## src/rtl/if_id_skid_stage.sv

```systemverilog
// IF/ID pipeline stage: 2-entry skid FIFO between fetch and decode with synchronous flush.
// Optional idle-cycle counter on bubble_count when IF_ID_BUBBLE_COUNT_EN is defined.
module if_id_skid_stage #(
  parameter int unsigned        INSTR_W  = 32,
  parameter int unsigned        PC_W     = 32,
  parameter logic [INSTR_W-1:0] NOP_WORD = INSTR_W'(32'h0000_0000)
) (
  input  logic               clock,
  input  logic               reset_n,
  input  logic               in_valid,
  output logic               in_ready,
  input  logic [INSTR_W-1:0] in_instr,
  input  logic [PC_W-1:0]    in_pc4,
  input  logic               flush,
  output logic               out_valid,
  input  logic               out_ready,
  output logic [INSTR_W-1:0] out_instr,
  output logic [PC_W-1:0]    out_pc4,
  output logic [5:0]         out_opcode,
  output logic [5:0]         out_funct,
  output logic               out_is_rtype
`ifdef IF_ID_BUBBLE_COUNT_EN
  ,
  output logic [15:0]        bubble_count
`endif
);

  localparam int unsigned DEPTH = 2;
  localparam int unsigned CNT_W = 2;
  localparam int unsigned BUB_W = 16;

  logic [INSTR_W-1:0] r_instr [DEPTH];
  logic [PC_W-1:0]    r_pc4   [DEPTH];
  logic               r_wr_ptr;
  logic               r_rd_ptr;
  logic [CNT_W-1:0]   r_count;
  logic               r_is_rtype;

  logic               w_push;
  logic               w_pop;
  logic [CNT_W-1:0]   w_count_nxt;
  logic               w_wr_ptr_nxt;
  logic               w_rd_ptr_nxt;
  logic [5:0]         w_head_opcode_nxt;
  logic               w_is_rtype_nxt;

  // Handshakes and next pointer/count; flush overrides push and pop.
  always_comb begin
    w_push       = in_valid & in_ready;
    w_pop        = out_valid & out_ready;
    w_count_nxt  = r_count;
    w_wr_ptr_nxt = r_wr_ptr;
    w_rd_ptr_nxt = r_rd_ptr;
    if (flush) begin
      w_count_nxt  = '0;
      w_wr_ptr_nxt = 1'b0;
      w_rd_ptr_nxt = 1'b0;
    end else begin
      if (w_push && !w_pop) begin
        w_count_nxt = r_count + CNT_W'(1);
      end else if (w_pop && !w_push) begin
        w_count_nxt = r_count - CNT_W'(1);
      end
      if (w_push) begin
        w_wr_ptr_nxt = r_wr_ptr + 1'b1;
      end
      if (w_pop) begin
        w_rd_ptr_nxt = r_rd_ptr + 1'b1;
      end
    end
  end

  // Next head opcode: the incoming word when it lands in the next head slot.
  always_comb begin
    w_head_opcode_nxt = r_instr[w_rd_ptr_nxt][31:26];
    if (w_push && !flush && (w_rd_ptr_nxt == r_wr_ptr)) begin
      w_head_opcode_nxt = in_instr[31:26];
    end
    w_is_rtype_nxt = (w_count_nxt != '0) && (w_head_opcode_nxt == 6'b000000);
  end

  always_ff @(posedge clock or negedge reset_n) begin
    if (!reset_n) begin
      r_count    <= '0;
      r_wr_ptr   <= 1'b0;
      r_rd_ptr   <= 1'b0;
      r_is_rtype <= 1'b0;
    end else begin
      r_count    <= w_count_nxt;
      r_wr_ptr   <= w_wr_ptr_nxt;
      r_rd_ptr   <= w_rd_ptr_nxt;
      r_is_rtype <= w_is_rtype_nxt;
    end
  end

  // Entry storage needs no reset; validity is tracked by r_count.
  always_ff @(posedge clock) begin
    if (w_push && !flush) begin
      r_instr[r_wr_ptr] <= in_instr;
      r_pc4[r_wr_ptr]   <= in_pc4;
    end
  end

  always_comb begin
    in_ready     = (r_count != CNT_W'(DEPTH));
    out_valid    = (r_count != '0);
    out_instr    = out_valid ? r_instr[r_rd_ptr] : NOP_WORD;
    out_pc4      = out_valid ? r_pc4[r_rd_ptr] : '0;
    out_opcode   = out_instr[31:26];
    out_funct    = out_instr[5:0];
    out_is_rtype = r_is_rtype;
  end

`ifdef IF_ID_BUBBLE_COUNT_EN
  logic [BUB_W-1:0] r_bubble_count;

  // Saturating count of cycles with nothing presented to decode.
  always_ff @(posedge clock or negedge reset_n) begin
    if (!reset_n) begin
      r_bubble_count <= '0;
    end else if (!out_valid && (r_bubble_count != {BUB_W{1'b1}})) begin
      r_bubble_count <= r_bubble_count + BUB_W'(1);
    end
  end

  assign bubble_count = r_bubble_count;
`endif

endmodule
```

## config.mk

```make
export PLATFORM = sky130hd
export DESIGN_NAME = if_id_skid_stage
export DESIGN_NICKNAME = d
export VERILOG_FILES = /design/src/rtl/if_id_skid_stage.sv
export SDC_FILE = /design/constraint.sdc
export NUM_CORES = 1
export LEC_CHECK = 0
export CORE_MARGIN = 2
export CORE_UTILIZATION = 43
export CTS_CLUSTER_DIAMETER = 30
export DETAILED_ROUTE_END_ITERATION = 12
export PLACE_DENSITY_LB_ADDON = 0.1
export SETUP_SLACK_MARGIN = 0.5
export SYNTH_ARGS = -nofsm -noshare
export SYNTH_HDL_FRONTEND = slang
export SYNTH_SLANG_ARGS = --single-unit
export TNS_END_PERCENT = 10
```

## constraint.sdc

```tcl
create_clock -name clock -period 4.8 [get_ports clock]
set_clock_uncertainty 0.2 [all_clocks]
set_input_delay 0.96 -clock clock [delete_from_list [all_inputs] [get_ports clock]]
set_output_delay 0.96 -clock clock [all_outputs]
set_load 0.02 [all_outputs]
```

==> results of run 1 <==
## tightest hold or removal path, stage by stage (launching register included)
cell	delay, ns
edfxtp_1	0.34
nor3_1	0.06
mux2i_1	0.15
a211oi_2	0.09
## through the flow
stage	total power [mW]	utilization [%]	hold slack [ns]	cell area, µm²
floorplan	2.53	-	0.376	5310
global placement	3.27	57.3	0.453	6880
detailed placement	3.29	57.3	0.473	6880
CTS	4.62	62.4	0.480	7490
global route	4.78	62.4	0.514	7490
finish	4.56	62.4	0.472	7490
## path summary, 6_finish.rpt
| kind | end | startpoint | depth (start not counted) | slack, ns |
|---|---|---|---|---|
| setup / recovery | out_pc4[1] | r_count[0] | 5 | 0.81 |
| hold / removal | out_is_rtype | r_instr[0][30] | 3 | 0.47 |
| setup reg to reg | r_instr[1][24] | r_count[0] | 6 | 1.83 |
| hold reg to reg | out_is_rtype | r_instr[0][30] | 3 | 0.47 |
| max in group asynchronous | r_rd_ptr | reset_n | 1 | 3.61 |
| min in group asynchronous | r_count[0] | reset_n | 1 | 0.58 |
## layout by cell type (no fill, tap or decap)
| cell | count |
|---|---|
| ha_1 | 1 |
| dfrtp_1 | 4 |
| a22oi_1 | 1 |
| buf_4 | 4 |
| clkinv_2 | 5 |
| inv_1 | 4 |
| clkbuf_8 | 1 |
| clkinv_4 | 1 |
| nor2_1 | 70 |
| and2_1 | 1 |
| mux2i_1 | 67 |
| bufinv_16 | 4 |
| clkbuf_1 | 4 |
| or4_1 | 3 |
| clkbuf_16 | 17 |
| nand2_1 | 2 |
| a21oi_1 | 1 |
| nor3_1 | 2 |
| edfxtp_1 | 128 |
| o311a_1 | 1 |
| dfrtp_4 | 1 |
| xor2_1 | 1 |
| a211o_1 | 1 |
| nor2b_1 | 5 |
| nor2b_4 | 1 |
| xnor2_1 | 4 |
| mux2_2 | 2 |
| clkdlybuf4s50_1 | 147 |
| buf_12 | 2 |
| ha_2 | 1 |
| and2_2 | 1 |
| a211oi_2 | 1 |
## logic make-up (layout without fill, tap and decap cells)
| family | after synthesis | in the layout | synth area share, % |
|---|---|---|---|
| DFF | 133 | 133 | 74.8 |
| and+or+nand+nor | 85 | 85 | 6.65 |
| muxes | 69 | 69 | 13.1 |
| buffers and inverters | 32 | 189 | 3.35 |
| AOI/OAI and AO/OA | 5 | 5 | 0.825 |
| xor gates and xnor gates | 5 | 5 | 0.825 |
| adders and majority gates | 2 | 2 | 0.472 |
## state kept, by name (all words and copies together) (netlist names)
| signal | cells |
|---|---|
| r_count | 2 |
| r_pc4 | 64 |
| out_is_rtype | 1 |
| r_wr_ptr | 1 |
| r_rd_ptr | 1 |
| r_instr | 64 |
## power groups by stage
stage          clock [mW]  combinational [mW]  sequential, mW
4_1_cts              1.34                1.77            1.50
3_5_place_dp            0                1.76            1.52
5_1_grt              1.40                1.86            1.52
6_report             1.32                1.74            1.50
3_3_place_gp            0                1.75            1.52
2_1_floorplan           0                1.07            1.46
## layer usage
layer / track usage (%) / vias up / share of wire [%]
met5: 0 / - / 0
met4: 6.51 / 0 / 1.1
met3: 6.06 / 8 / 6.7
met2: 27.0 / 106 / 50
met1: 19.8 / 1539 / 42
li1: - / 1490 / -
## cell type report
| class | count | area, µm² | area share, % |
|---|---|---|---|
| clock inverters | 10 | 154 | 2.05 |
| multi-input cells | 166 | 1170 | 15.6 |
| inverters | 4 | 15.0 | 0.200 |
| flip-flops and latches | 133 | 3970 | 53.0 |
| well taps | 147 | 184 | 2.46 |
| clock buffers | 22 | 454 | 6.06 |
| repair buffers | 153 | 1540 | 20.6 |
==> out/results.ini, run 1 <==
[yosys]
async_reset_ff_share_pct=3.76
syn_area_um2=5310
ys_ff_latch=133
avgSynthCellArea_um2=16.0
yosysUniqueCellTypes=22
ys_top_cells_by_area=edfxtp_1, mux2i_1, nor2_1
yosysMostFrequentCell=edfxtp_1
ys_seq_area_share_pct=74.8
post-synth-top-area-cell=edfxtp_1
synth_edf_count=128
ys_warn_count=0
synth_top_area_share_pct=72.5
synthCells=331
synthFlopType=edfxtp_1
yosys-top-cells-count=edfxtp_1, nor2_1, mux2i_1
synth_nets=402

[sta]
rsz0062_at_grt=false
hold_viol_final=0
setup_viol=0
tightest_slew_ns=0.879
slew_headroom_pct=41.4
fmax_ghz=0.251
drv_slew=0
fin_crit_ns=3.99
worst_slack_ns=0.812
period_share_pct=83.1
fin_setup_tns_ns=0

[global_routing]
grt_pass1_wl_um=16000
grtUsageTotal_pct=16.4
antenna_found_initial=0
overflow=0
grt_max_degree=65
grt_pass1_vias=3234

[floorplanning]
fp.dieH_um=115
fp-row-count=40
ios=148
die_w_um=115
start_util_pct=44.2
dieArea_um2=13200
design.core.area_um2=12000

[place]
dp_slack_ns=1.07
place_inst=603
gp_congestion=0.774
portBuffers=147
hpwl_um=6750

[cts]
cts.htree.levels=4
clkTransAtPathRegs_ns=0.05
cts_tree=built
clockBufferDepth=2
cts-resized-gates=0
hold_buffers=0
clockRootBuffer=clkbuf_16
cts_setup_buffers=0
cts_sinks=133
clk-insertion-delay-late_ns=0.40
cts_buffers=17

[finish]
layout.nets=546
area_growth_syn_to_layout_pct=41.2
drive_gt1_share_pct=8.40
antenna_cells=0
fin_cells=635
nFillCells=939

[setup_path]
slowest_stage=ha_2
crit_buf_inv=3
max_stage_delay_ns=0.78
crit_family=buffers and inverters
crit_type=register to output pin
worstPathRequired_ns=3.64
crit_path_start_kind=register
cp-end-kind=output pin
arrival_ns=2.83
crit_fanout=40
worstPathCellList=inv_1 -> ha_2 -> buf_4 -> nor2_1 -> clkdlybuf4s50_1

[detailed_routing]
ant_nets=0
routedWlPerCell_um=16.5
num_vias=3143
drc=0
firstDrtPassIters=5
routed_wirelength_um=10500
dr.first_iter.drc_count=186
vias_per_cell=4.95

[flow_run]
maxCapViolations=0

[pwr]
cellPowerDensity_nw_per_um2=609
p_leak_nw=2.52
max-vdd-ir-drop_uv=313
clkPwrFrac_pct=28.9
p_sw_share_pct=32.2
p_int_mw=3.09
power_frac_seq_pct=32.9
power_switching_mw=1.47
pwr-share-comb_pct=38.2

[min_path]
hold_class=register to register

[run_status]
status=completed

(Power assumes the default switching activity.)
==> run 2, diff against run 1 <==
==> constraint.sdc (replaced) <==
create_clock -name clock -period 3.2 [get_ports clock]
set_clock_uncertainty 0.2 [all_clocks]
set_input_delay 0.64 -clock clock [delete_from_list [all_inputs] [get_ports clock]]
set_output_delay 0.64 -clock clock [all_outputs]
set_load 0.02 [all_outputs]
==> run 2 against run 1 <==
  * Die area stayed put
  * Hold slack worse by 0.20 ns
  * Design area is 0.84% higher
  * Utilization is 0.52 points higher
  * Non-clock buffer count is 5 higher
  * Total power is 49% higher
  * Final cell count is 0.79% higher
  * Critical path type unchanged
  * Critical endpoint is now out_pc4[18]
==> out/results.ini, run 2 (synthesis gave the netlist of run 1 again) <==
[sta]
fmax_ghz=0.341
slew_headroom_pct=50.7  ; was 41.4%
drv_slew=0  ; unchanged
setup_viol=0  ; unchanged
rsz0062_at_grt=true  ; was false
hold_viol_final=0  ; unchanged
worst_slack_ns=0.271  ; was 0.812 ns
fin_hold_ws_ns=0.267  ; was 0.472 ns
period_share_pct=91.5
fin_crit_ns=2.93
fin_setup_tns_ns=0  ; unchanged
tightest_slew_ns=0.738  ; was 0.879 ns

[finish]
layout.nets=551  ; was 546
fin_area_um2=7550  ; was 7490 µm²
drive_gt1_share_pct=9.13  ; was 8.40%
layout_commonest_cell=clkdlybuf4s50_1  ; unchanged
layout_common_cells=clkdlybuf4s50_1, edfxtp_1, nor2_1  ; unchanged
area_growth_syn_to_layout_pct=42.4  ; was 41.2%
reg_top3=r_instr x64, r_pc4 x64, r_count x2  ; unchanged
antenna_cells=0  ; unchanged
final_util_pct=62.9  ; was 62.4%

[place]
place_area_um2=6930  ; was 6880 µm²
portBuffers=147  ; unchanged
gp_congestion=0.726  ; was 0.774
dp_slack_ns=0.240  ; was 1.07 ns
hpwl_um=6900  ; was 6750 µm

[cts]
clkTransAtPathRegs_ns=0.06  ; was 0.05 ns
clk-insertion-delay-late_ns=0.40  ; about the same
hold_buffers=0  ; unchanged
clockRootBuffer=clkbuf_16  ; unchanged
cts_sinks=133  ; unchanged
cts_tree=built  ; unchanged
clockBufferDepth=2  ; unchanged
cts_buffers=17  ; unchanged
cts.htree.levels=4  ; unchanged

[detailed_routing]
num_vias=3138  ; was 3143
vias_per_cell=4.90  ; was 4.95
firstDrtPassIters=4  ; was 5
routed_wirelength_um=10700  ; was 10500 µm
drc=0  ; unchanged
routedWlPerCell_um=16.8  ; was 16.5 µm
ant_nets=0  ; unchanged
dr.first_iter.drc_count=201  ; was 186

[pwr]
cellPowerDensity_nw_per_um2=901  ; was 609 nW/µm²
max-vdd-ir-drop_uv=378  ; was 313 µV
p_leak_nw=2.68  ; was 2.52 nW

[setup_path]
arrival_ns=2.09  ; was 2.83 ns
crit_type=register to output pin  ; unchanged
crit_path_start_kind=register  ; unchanged
cp-end-kind=output pin  ; unchanged
startpoint=r_count[1]  ; was r_count[0]
worstPathRequired_ns=2.36  ; was 3.64 ns
crit_fanout=33  ; was 40
r2r-start=r_count[1]  ; was r_count[0]

[floorplanning]
die_w_um=115  ; unchanged
dieArea_um2=13200  ; unchanged
ios=148  ; unchanged
fp-row-count=40  ; unchanged
start_util_pct=44.2  ; unchanged
fp.dieH_um=115  ; unchanged
design.core.area_um2=12000  ; unchanged

[global_routing]
grt_pass1_vias=3243  ; was 3234
grtUsageTotal_pct=16.8  ; was 16.4%
grt_pass1_wl_um=16500  ; was 16000 µm
grt_max_degree=35  ; was 65
overflow=0  ; unchanged
antenna_found_initial=0  ; unchanged

[flow_run]
maxCapViolations=0  ; unchanged

[min_path]
hold_class=input port to asynchronous set/reset pin  ; was register to register

[run_status]
status=completed  ; unchanged

-- run 2: changes by cell type in the layout (fill, tap and decap cells not counted), sizes merged --
cell | previous run | this run
dlygate4sd2 | 0 | 7
clkinvlp | 0 | 1
bufinv | 4 | 2
clkdlybuf4s50 | 147 | 133
buf | 6 | 11
clkbuf | 22 | 20
dlymetal6s2s | 0 | 7
clkinv | 6 | 9
-- run 2: where the power goes --
group / internal, mW / total [mW] / switching, mW / leakage (nW)
Combinational: 1.32 / 2.85 / 1.53 / 1.17
Sequential: 2.10 / 2.16 / 0.0581 / 1.24
Clock: 1.13 / 1.79 / 0.659 / 0.270
-- run 2: layout make-up --
| class | count | area (µm²) |
|---|---|---|
| clock buffer | 20 | 437 |
| tap | 147 | 184 |
| sequential | 133 | 3970 |
| inverter | 4 | 15.0 |
| timing repair buffer | 158 | 1650 |
| multi-input combinational | 166 | 1190 |
| fill | 922 | 4460 |
| clock inverter | 12 | 113 |
-- run 2: routing by layer --
metal / vias to the layer above / track usage [%] / wire length, µm
li1: 1500 / - / -
met1: 1517 / 20.8 / 4580
met2: 115 / 27.6 / 5380
met3: 6 / 5.69 / 692
met4: 0 / 6.27 / 69
met5: - / 0 / 0
-- run 2: metrics by stage --
stage	power, mW	instances
global placement	4.93	605
global route	7.13	640
finish	6.80	640
floorplan	3.79	331
CTS	6.90	640
detailed placement	4.97	605
-- run 2: final timing paths --
kind	slack, ns	cells after the start	end
hold reg to reg	0.48	2	r_wr_ptr
min in group clock	0.48	2	r_wr_ptr
setup reg to reg	0.56	7	out_is_rtype
max in group asynchronous	2.30	1	r_rd_ptr
setup / recovery	0.27	5	out_pc4[18]
hold / removal	0.27	1	out_is_rtype
-- run 2: critical path, stage by stage (launching register included) --
cell	delay [ns]
dfrtp_1	0.40
inv_1	0.11
ha_4	0.22
buf_12	0.18
nor2_1	0.14
clkdlybuf4s50_1	0.61
-- run 2: timing repair --
item / in CTS / in global routing
pin swaps: 1 / 0
resized for setup: 11 / 7
endpoints found under the setup margin: 78 / 79
hold endpoints to repair: 0 / 0
buffers inserted: 3 / 0
==> run 3, diff against run 2 <==
--- a/config.mk
+++ b/config.mk
@@ -5,6 +5,7 @@
 export SDC_FILE = /design/constraint.sdc
 export NUM_CORES = 1
 export LEC_CHECK = 0
+export CORE_ASPECT_RATIO = 0.9
 export CORE_MARGIN = 2
 export CORE_UTILIZATION = 43
 export CTS_CLUSTER_DIAMETER = 30
==> run 3 against run 2 <==
  * Highest routed layer unchanged
  * Largest power group unchanged
  * Final cell count grew 1.9%
  * First-iteration DRC count shrank 33%
  * Combinational power shrank 6%
  * Critical path type unchanged
  * Register-to-register slack gained 0.47 ns
  * Sequential cell count is the same
  * Design area shrank 0.38%
  * Die area is essentially flat
  * Hold slack gained 0.0055 ns
==> out/results.ini, run 3 (synthesis gave the netlist of run 1 again) <==
[pwr]
cellPowerDensity_nw_per_um2=878  ; was 901 nW/µm²
max-vdd-ir-drop_uv=394  ; was 378 µV
p_leak_nw=2.79  ; was 2.68 nW
fin_total_pwr_mw=6.61  ; was 6.80 mW

[global_routing]
overflow=0  ; unchanged
antenna_found_initial=0  ; unchanged
grt_pass1_wl_um=16600  ; was 16500 µm
grt_max_degree=39  ; was 35
grt_pass1_vias=3301  ; was 3243
grtUsageTotal_pct=17.1  ; was 16.8%

[flow_run]
maxCapViolations=0  ; unchanged

[finish]
regArea_um2=3970  ; unchanged
area_growth_syn_to_layout_pct=41.8  ; was 42.4%
reg_top3=r_instr x64, r_pc4 x64, r_count x2  ; unchanged
layout_common_cells=edfxtp_1, clkdlybuf4s50_1, nor2_1  ; was clkdlybuf4s50_1, edfxtp_1, nor2_1
nFillCells=947  ; was 922
drive_gt1_share_pct=8.94  ; was 9.13%
final_util_pct=62.6  ; was 62.9%
layout_commonest_cell=edfxtp_1  ; was clkdlybuf4s50_1
layout.nets=550  ; was 551
antenna_cells=0  ; unchanged
multiInputGateArea_um2=1180  ; was 1190 µm²

[floorplanning]
fp.dieH_um=109  ; was 115 µm
start_util_pct=44.1  ; was 44.2%
ios=148  ; unchanged
fp-row-count=38  ; was 40
dieArea_um2=13200  ; about the same
die_w_um=121  ; was 115 µm
design.core.area_um2=12000  ; about the same

[setup_path]
arrival_ns=2.08  ; was 2.09 ns
crit_path_start_kind=register  ; unchanged
reg2reg_slack_ns=1.03  ; was 0.56 ns
cp-end-kind=output pin  ; unchanged
crit_fanout=34  ; was 33
r2r-end=out_is_rtype  ; unchanged
r2r-start=r_count[1]  ; unchanged
worstPathCellList=buf_16 -> mux2i_1 -> nor2_1 -> clkdlybuf4s50_1  ; was inv_1 -> ha_4 -> buf_12 -> nor2_1 -> clkdlybuf4s50_1
worstPathRequired_ns=2.36  ; about the same
slowest_stage=clkdlybuf4s50_1  ; unchanged
crit_type=register to output pin  ; unchanged
max_stage_delay_ns=0.63  ; was 0.61 ns
reg2reg_depth=8  ; was 7

[min_path]
hold_class=input port to asynchronous set/reset pin  ; unchanged

[cts]
cts_setup_buffers=0  ; was 3
clk-insertion-delay-late_ns=0.40  ; about the same
cts.htree.levels=4  ; unchanged
cts_buffers=17  ; unchanged
clockBufferDepth=2  ; unchanged
cts_tree=built  ; unchanged
clkTransAtPathRegs_ns=0.05  ; was 0.06 ns
cts_sinks=133  ; unchanged
clockRootBuffer=clkbuf_16  ; unchanged

[place]
hpwl_um=6880  ; was 6900 µm
portBuffers=147  ; unchanged
dp_slack_ns=0.565  ; was 0.240 ns
gp_congestion=0.717  ; was 0.726

[detailed_routing]
vias_per_cell=4.83  ; was 4.90
firstDrtPassIters=4  ; unchanged
routedWlPerCell_um=16.5  ; was 16.8 µm
routed_wirelength_um=10800  ; was 10700 µm
dr.first_iter.drc_count=135  ; was 201
drc=0  ; unchanged
num_vias=3152  ; was 3138
ant_nets=0  ; unchanged

[sta]
rsz0062_at_grt=true  ; unchanged
worst_slack_ns=0.284  ; was 0.271 ns
period_share_pct=91.1  ; was 91.5%
drv_slew=0  ; unchanged
tightest_slew_ns=0.360  ; was 0.738 ns
slew_headroom_pct=75.9  ; was 50.7%
fin_hold_ws_ns=0.273  ; was 0.267 ns
fin_setup_tns_ns=0  ; unchanged
fmax_ghz=0.343  ; was 0.341 GHz
setup_viol=0  ; unchanged
fin_crit_ns=2.92  ; was 2.93 ns
hold_viol_final=0  ; unchanged

[run_status]
status=completed  ; unchanged

## run 3: critical path, delay by kind of cell, from the launching register on
family        cells  cell delay [ns]
flops             1             0.52
buf+inv           2             0.85
simple gates      1             0.13
mux               1             0.16
## run 3: how the worst max path moves through the flow
stage                from             to  slack (ns)  depth (start not counted)
2_1_floorplan    in_valid  r_instr[0][0]        0.48                          4
3_3_place_gp     r_rd_ptr   out_instr[6]        0.57                          4
3_5_place_dp   r_count[0]   out_funct[5]        0.56                          5
4_1_cts          r_rd_ptr    out_pc4[22]        0.25                          4
5_1_grt        r_count[0]   out_funct[2]        0.17                          5
6_report         r_rd_ptr   out_instr[7]        0.28                          4
## run 3: cell type report
cell class	count	area share, %
sequential	133	52.8
clock buffer	19	5.75
tap	160	2.66
multi-input combinational	166	15.6
timing repair buffer	157	21.4
clock inverter	13	1.53
inverter	4	0.200
## run 3: where the power goes
part / total [mW] / internal [mW] / leakage, nW / switching (mW)
clock network: 1.78 / 1.12 / 0.266 / 0.655
logic: 2.67 / 1.17 / 1.28 / 1.50
registers: 2.16 / 2.10 / 1.24 / 0.0604
## run 3: layer usage
| layer | track usage [%] | part of all wire (%) | vias up | wire, µm |
|---|---|---|---|---|
| met2 | 28.6 | 50 | 107 | 5390 |
| met5 | 0 | 0 | - | 0 |
| met3 | 5.76 | 6.4 | 15 | 690 |
| met4 | 6.40 | 1.5 | 0 | 164 |
| li1 | - | - | 1499 | - |
| met1 | 20.8 | 42 | 1531 | 4540 |
## run 3: stage by stage
step / cells / area [µm²]
floorplan: 331 / 5320
global placement: 619 / 6950
detailed placement: 619 / 6950
CTS: 652 / 7510
global route: 652 / 7520
finish: 652 / 7520
## run 3: what timing repair did
action	4_1_cts	5_1_grt
pin swaps	0	0
resized for setup	42	7
gates cloned	1	0
endpoints found under the setup margin	77	77
hold buffers	0	0
